===== config.mk =====
export PLATFORM = sky130hd
export DESIGN_NAME = rr_lock_arbiter
export DESIGN_NICKNAME = d
export VERILOG_FILES = /design/src/rtl/rr_lock_arbiter_pkg.sv /design/src/rtl/rr_mask_pick.sv /design/src/rtl/rr_lock_arbiter.sv
export SDC_FILE = /design/constraint.sdc
export NUM_CORES = 1
export LEC_CHECK = 0
export CAP_MARGIN = 40
export CORE_ASPECT_RATIO = 0.7
export CORE_MARGIN = 5
export CORE_UTILIZATION = 50
export CTS_CLUSTER_DIAMETER = 40
export DETAILED_ROUTE_END_ITERATION = 10
export PLACE_DENSITY = 0.72
export SETUP_SLACK_MARGIN = 0.15
export SLEW_MARGIN = 20
export SYNTH_ARGS = -nofsm -noshare
export SYNTH_HDL_FRONTEND = slang
export SYNTH_SLANG_ARGS = --single-unit

===== constraint.sdc =====
create_clock -name clk -period 4.5 [get_ports clk]
set_clock_uncertainty 0.05 [all_clocks]
set_input_delay 0.45 -clock clk [delete_from_list [all_inputs] [get_ports clk]]
set_output_delay 0.45 -clock clk [all_outputs]
set_load 0.02 [all_outputs]

===== src/rtl/rr_lock_arbiter_pkg.sv =====
`default_nettype none
// ============================================================================
// Module   : rr_lock_arbiter_pkg
// Brief    : Shared state encoding and sizing helper for the lock arbiters.
// Revision : 1.0 - initial release
// ============================================================================
package rr_lock_arbiter_pkg;

  // The arbiter state is equivalent to "a grant is outstanding".
  typedef enum logic {
    ST_IDLE   = 1'b0,
    ST_LOCKED = 1'b1
  } state_t;

  // Ceiling log2 with a floor of 1 so a 2-way arbiter still gets a 1-bit index.
  function automatic int unsigned clog2(input int unsigned n);
    int unsigned r;
    r = 0;
    for (int unsigned v = n - 1; v > 0; v = v >> 1) begin
      r++;
    end
    return (r == 0) ? 1 : r;
  endfunction

endpackage : rr_lock_arbiter_pkg
`default_nettype wire


===== src/rtl/rr_mask_pick.sv =====
`default_nettype none
// ============================================================================
// Module   : rr_mask_pick
// Brief    : Combinational rotating-priority picker. Excludes one requester,
//            searches upward from 'start_i' with wrap, returns one-hot + index.
// Revision : 1.0 - initial release
// ============================================================================
module rr_mask_pick
  import rr_lock_arbiter_pkg::*;
#(
  parameter int unsigned NUM   = 16,
  parameter int unsigned IDX_W = clog2(NUM)
) (
  input  logic [NUM-1:0]   req_i,
  input  logic [NUM-1:0]   mask_out_i,
  input  logic [IDX_W-1:0] start_i,
  output logic [NUM-1:0]   pick_o,
  output logic [IDX_W-1:0] idx_o,
  output logic             any_o
);

  logic [NUM-1:0]   elig_w;
  logic [2*NUM-1:0] rot_dbl_w;
  logic [NUM-1:0]   rot_w;
  logic [NUM-1:0]   rot_pick_w;
  logic [IDX_W-1:0] rot_idx_w;
  logic [2*NUM-1:0] unrot_dbl_w;
  logic [IDX_W:0]   idx_sum_w;

  assign elig_w = req_i & ~mask_out_i;

  // Rotate so that requester 'start_i' lands at bit 0 (double-width trick
  // gives the wrap for free).
  assign rot_dbl_w = {elig_w, elig_w} >> start_i;
  assign rot_w     = rot_dbl_w[NUM-1:0];

  // Fixed-priority pick on the rotated vector: lowest set bit wins.
  always_comb begin
    rot_pick_w = '0;
    rot_idx_w  = '0;
    for (int i = NUM - 1; i >= 0; i--) begin
      if (rot_w[i]) begin
        rot_pick_w    = '0;
        rot_pick_w[i] = 1'b1;
        rot_idx_w     = IDX_W'(i);
      end
    end
  end

  // Undo the rotation: upper half of the left-shifted double vector.
  assign unrot_dbl_w = {rot_pick_w, rot_pick_w} << start_i;
  assign pick_o      = unrot_dbl_w[2*NUM-1:NUM];

  // Index = (rotated index + start) mod NUM; both terms are < NUM.
  assign idx_sum_w = {1'b0, rot_idx_w} + {1'b0, start_i};
  assign idx_o     = (idx_sum_w >= (IDX_W+1)'(NUM))
                   ? IDX_W'(idx_sum_w - (IDX_W+1)'(NUM))
                   : idx_sum_w[IDX_W-1:0];

  assign any_o = |elig_w;

endmodule : rr_mask_pick
`default_nettype wire


===== src/rtl/rr_lock_arbiter.sv =====
`default_nettype none
// ============================================================================
// Module   : rr_lock_arbiter
// Brief    : N-way arbiter with registered, locked one-hot grant. Round-robin
//            or fixed priority, with back-to-back handover on release.
// Revision : 1.0 - initial release
// ============================================================================
module rr_lock_arbiter
  import rr_lock_arbiter_pkg::*;
#(
  parameter int unsigned NUM   = 16,
  parameter bit          RR_EN = 1'b1,
  parameter int unsigned IDX_W = clog2(NUM)
) (
  input  logic             clk,
  input  logic             rst_n,
  input  logic [NUM-1:0]   req,
  input  logic             done,
  output logic [NUM-1:0]   grant,
  output logic [IDX_W-1:0] grant_idx,
  output logic             grant_vld
);

  state_t           state_q, state_d;
  logic [IDX_W-1:0] ptr_q, ptr_d;
  logic [IDX_W-1:0] idx_q, idx_d;
  logic [NUM-1:0]   grant_q, grant_d;

  logic [IDX_W-1:0] ptr_nxt_w;
  logic [IDX_W-1:0] start_w;
  logic [NUM-1:0]   mask_w;
  logic             release_w;
  logic [NUM-1:0]   pick_w;
  logic [IDX_W-1:0] pick_idx_w;
  logic             pick_any_w;

  // Pointer value that takes effect on a release: one past the owner, wrapping.
  assign ptr_nxt_w = (idx_q == IDX_W'(NUM - 1)) ? '0 : idx_q + 1'b1;

  // done and a dropped request in the same cycle are one release.
  assign release_w = (state_q == ST_LOCKED) && (done || !req[idx_q]);

  // The releasing owner is excluded from its own handover; while idle there
  // is nobody to exclude. The search starts at the post-release pointer so the
  // handover already honours the rotated priority.
  assign mask_w  = (state_q == ST_LOCKED) ? grant_q : '0;
  assign start_w = !RR_EN ? '0 : ((state_q == ST_LOCKED) ? ptr_nxt_w : ptr_q);

  rr_mask_pick #(
    .NUM   (NUM),
    .IDX_W (IDX_W)
  ) u_pick (
    .req_i      (req),
    .mask_out_i (mask_w),
    .start_i    (start_w),
    .pick_o     (pick_w),
    .idx_o      (pick_idx_w),
    .any_o      (pick_any_w)
  );

  // Next-state: grab on any request when idle, hold while locked, hand over
  // or fall idle on release.
  always_comb begin
    state_d = state_q;
    ptr_d   = ptr_q;
    idx_d   = idx_q;
    grant_d = grant_q;
    case (state_q)
      ST_IDLE: begin
        if (pick_any_w) begin
          grant_d = pick_w;
          idx_d   = pick_idx_w;
          state_d = ST_LOCKED;
        end
      end
      ST_LOCKED: begin
        if (release_w) begin
          ptr_d = ptr_nxt_w;
          if (pick_any_w) begin
            grant_d = pick_w;
            idx_d   = pick_idx_w;
          end else begin
            grant_d = '0;
            state_d = ST_IDLE;
          end
        end
      end
      default: begin
        grant_d = '0;
        state_d = ST_IDLE;
      end
    endcase
  end

  // State, pointer and output registers; reset clears the grant at once.
  always_ff @(posedge clk or negedge rst_n) begin
    if (!rst_n) begin
      state_q <= ST_IDLE;
      ptr_q   <= '0;
      idx_q   <= '0;
      grant_q <= '0;
    end else begin
      state_q <= state_d;
      ptr_q   <= ptr_d;
      idx_q   <= idx_d;
      grant_q <= grant_d;
    end
  end

  assign grant     = grant_q;
  assign grant_idx = idx_q;
  assign grant_vld = (state_q == ST_LOCKED);

endmodule : rr_lock_arbiter
`default_nettype wire


==> impl_metrics.tcl <==
set metrics [dict create \
    met2_usage 0.423 \
    synth_async_sr_flop_share 1.00 \
    initial_core_util 0.512 \
    startpoint_type "register" \
    cp_top_family "compound AO/OA/AOI/OAI gates" \
    finalWirelength_um 12100 \
    cp_cell_sequence "ha_1 -> a31oi_2 -> mux2i_4 -> buf_4 -> mux2_2 -> o221ai_2 -> nor2_1 -> a211oi_1 -> o21ai_0 -> a311oi_2 -> ha_1 -> a21o_1 -> a21oi_1 -> xnor2_1 -> xnor2_1 -> o21ai_0" \
    fillCellCount 597 \
    timing.fmax_mhz 246 \
    grt_use_met1 0.425 \
    wl_per_cell_um 22.1 \
    gr-max-usage-layer "met1" \
    grt.met3_usage 0.0461 \
    fp.dieW_um 109 \
    synth_enable_flop_cells 0 \
    die_h_um 79.4 \
    dieArea_sq_um 8670 \
    ys_seq_area_frac 0.182 \
    crit_path_top_delay_cell "dfrtp_1" \
    drive_gt1_frac 0.212 \
    dpl.hpwl_um 9460 \
    finalInstanceArea_sq_um 4120 \
    setup_viol 0 \
    cts_buffer_depth 2 \
    synth_top_area_frac 0.182 \
    path_buf_inv 1 \
    clk_latency_ps 290 \
    cts_tree "yes" \
    synth_area_leaders "dfrtp_1 (18%), mux2i_1 (11%), mux2_2 (5.2%)" \
    clkSlewWorstSetupHoldPaths_ps 110 \
    multi_input_comb_area_sq_um 2650 \
    seqCellArea_sq_um 626 \
    ant_nets 0 \
    synth_flop_cell "dfrtp_1" \
    viasPerCell 6.84 \
    critPathRequiredTime_ps 4620 \
    n_antenna_cell 0 \
    min_period_over_period 0.903 \
    io_pins 40 \
    critical_path.max_fanout 7 \
    drt-initial-drc-count 382 \
    tightest_slew_ps 676 \
    clock_sinks 25 \
    overflow 0 \
    numPortBuffers 39 \
    syn_inst 404 \
    cts_hold_buffers 0 \
    finalSetupTns_ps 0 \
    synthesis.area_sq_um 3440 \
    synth.distinct_cells 72 \
    fin_crit_ps 4060 \
    syn_avg_cell_area_sq_um 8.52 \
    ys_warn_count 0 \
    maxCapViolations 0 \
    grt_max_degree 26 \
    firstDrtPassIters 5 \
    slowest_delay_ps 420 \
    antenna_found_initial 0 \
    holdWs_ps 486 \
    outcome "completed" \
    grt_pass1_wl_um 18900 \
    cts_buffers 3 \
    critPathArrivalTime_ps 4190 \
    area_growth_pct 19.7 \
    first_global_vias 3456 \
    vias 3733 \
    critical_path_class "reg2reg" \
    drc 0 \
    slew_headroom 0.546 \
    track_usage 0.282 \
    core_sq_um 6730 \
    slew_violations 0 \
    placedInstanceArea_sq_um 3980 \
    hold_viol 0 \
    htreeDepth 1 \
    syn_nets 428 \
    gp_congestion 0.999 \
    fp-row-count 25 \
    synth_seq_cells 25 \
    nNetsFinal 477 \
    rsz0062_at_grt "false" \
    hold_path_class "in2async" \
    synth_top_area_cell "dfrtp_1" \
    clockRootBuffer "clkbuf_8" \
    endpoint_kind "register" \
]
path summary, 6_finish.rpt:
| check | start | to | slack (ps) | cells after the start |
|---|---|---|---|---|
| min in group clk | grant[5]$_DFFE_PN0P_ | grant[5]$_DFFE_PN0P_ | 500 | 2 |
| setup reg to reg | grant_idx[1]$_DFFE_PN0P_ | grant_idx[3]$_DFFE_PN0P_ | 440 | 16 |
| hold / removal | rst_n | ptr_q[0]$_DFFE_PN0P_ | 490 | 2 |
| setup / recovery | grant_idx[1]$_DFFE_PN0P_ | grant_idx[3]$_DFFE_PN0P_ | 440 | 16 |
| hold reg to reg | grant[5]$_DFFE_PN0P_ | grant[5]$_DFFE_PN0P_ | 500 | 2 |
| max in group asynchronous | rst_n | grant[6]$_DFFE_PN0P_ | 3640 | 2 |
kinds of logic after synthesis:
kind of cell | Yosys count | share of synthesized area
XOR/XNOR | 4 | 0.0102
adder cells (fa/ha/maj) | 5 | 0.0204
AND/OR/NAND/NOR | 128 | 0.198
flip-flops | 25 | 0.182
multiplexers | 68 | 0.239
buffers and inverters | 35 | 0.0611
AO/OA/AOI/OAI | 139 | 0.290
per-layer routing:
layer | wire length [um] | up-vias
met4 | 216 | 0
met3 | 1130 | 23
met5 | 0 | -
li1 | - | 1679
met2 | 5310 | 202
met1 | 5430 | 1829
through the flow:
step           cells   util  setup WS [ps]
6_report         546  0.612            437
5_1_grt          546  0.612            112
4_1_cts          540  0.599            225
3_5_place_dp     536  0.591            211
3_3_place_gp     535  0.590            333
2_1_floorplan    404      -            440
area by class of cell:
class | count | area share
Inverter | 6 | 0.00729
Tap cell | 94 | 0.0286
Clock buffer | 3 | 0.0100
Timing Repair Buffer | 73 | 0.157
Multi-Input combinational cell | 344 | 0.643
Clock inverter | 1 | 0.00213
Sequential cell | 25 | 0.152
cell usage after synthesis (5+ instances only):
cell type / count
a21boi_0: 16
dfrtp_1: 25
and2_1: 6
o21ai_0: 15
o211ai_1: 10
buf_2: 6
mux2_2: 16
nand2b_1: 5
a21oi_1: 20
buf_6: 7
mux4_2: 5
mux2i_1: 39
o221ai_1: 13
nand2_1: 38
nor2_1: 20
nor4_1: 8
o21ai_1: 11
nand3_1: 13
o22ai_1: 17
clkbuf_1: 11
a31oi_1: 5
nor3_1: 15
state kept, by name, indices dropped and copies added, names as in the netlist:
| signal | count |
|---|---|
| grant_vld | 1 |
| ptr_q | 4 |
| grant_idx | 4 |
| grant | 16 |
cell usage in the layout, fill, tap and decap left out, types with 6 or more instances in the layout:
master / instances
o22ai_1: 17
nor2_1: 19
nor4_1: 8
a21oi_1: 20
nand3_1: 13
o21ai_0: 15
mux2i_2: 9
mux2_2: 15
o21ai_1: 11
clkdlybuf4s50_1: 39
mux2i_1: 34
a21boi_0: 14
o211ai_1: 10
and2_1: 6
nand2_1: 38
buf_4: 34
dfrtp_1: 25
nor3_1: 14
o221ai_1: 13
what timing repair did:
item	4_1_cts	5_1_grt
hold endpoints to repair	0	0
setup endpoints to repair	0	2
resized for setup	0	13
buffers inserted	0	6
Power is left out: the tool's default activity adds up to more than one toggle a clock period on the data nets, which glitch-free logic cannot reach.
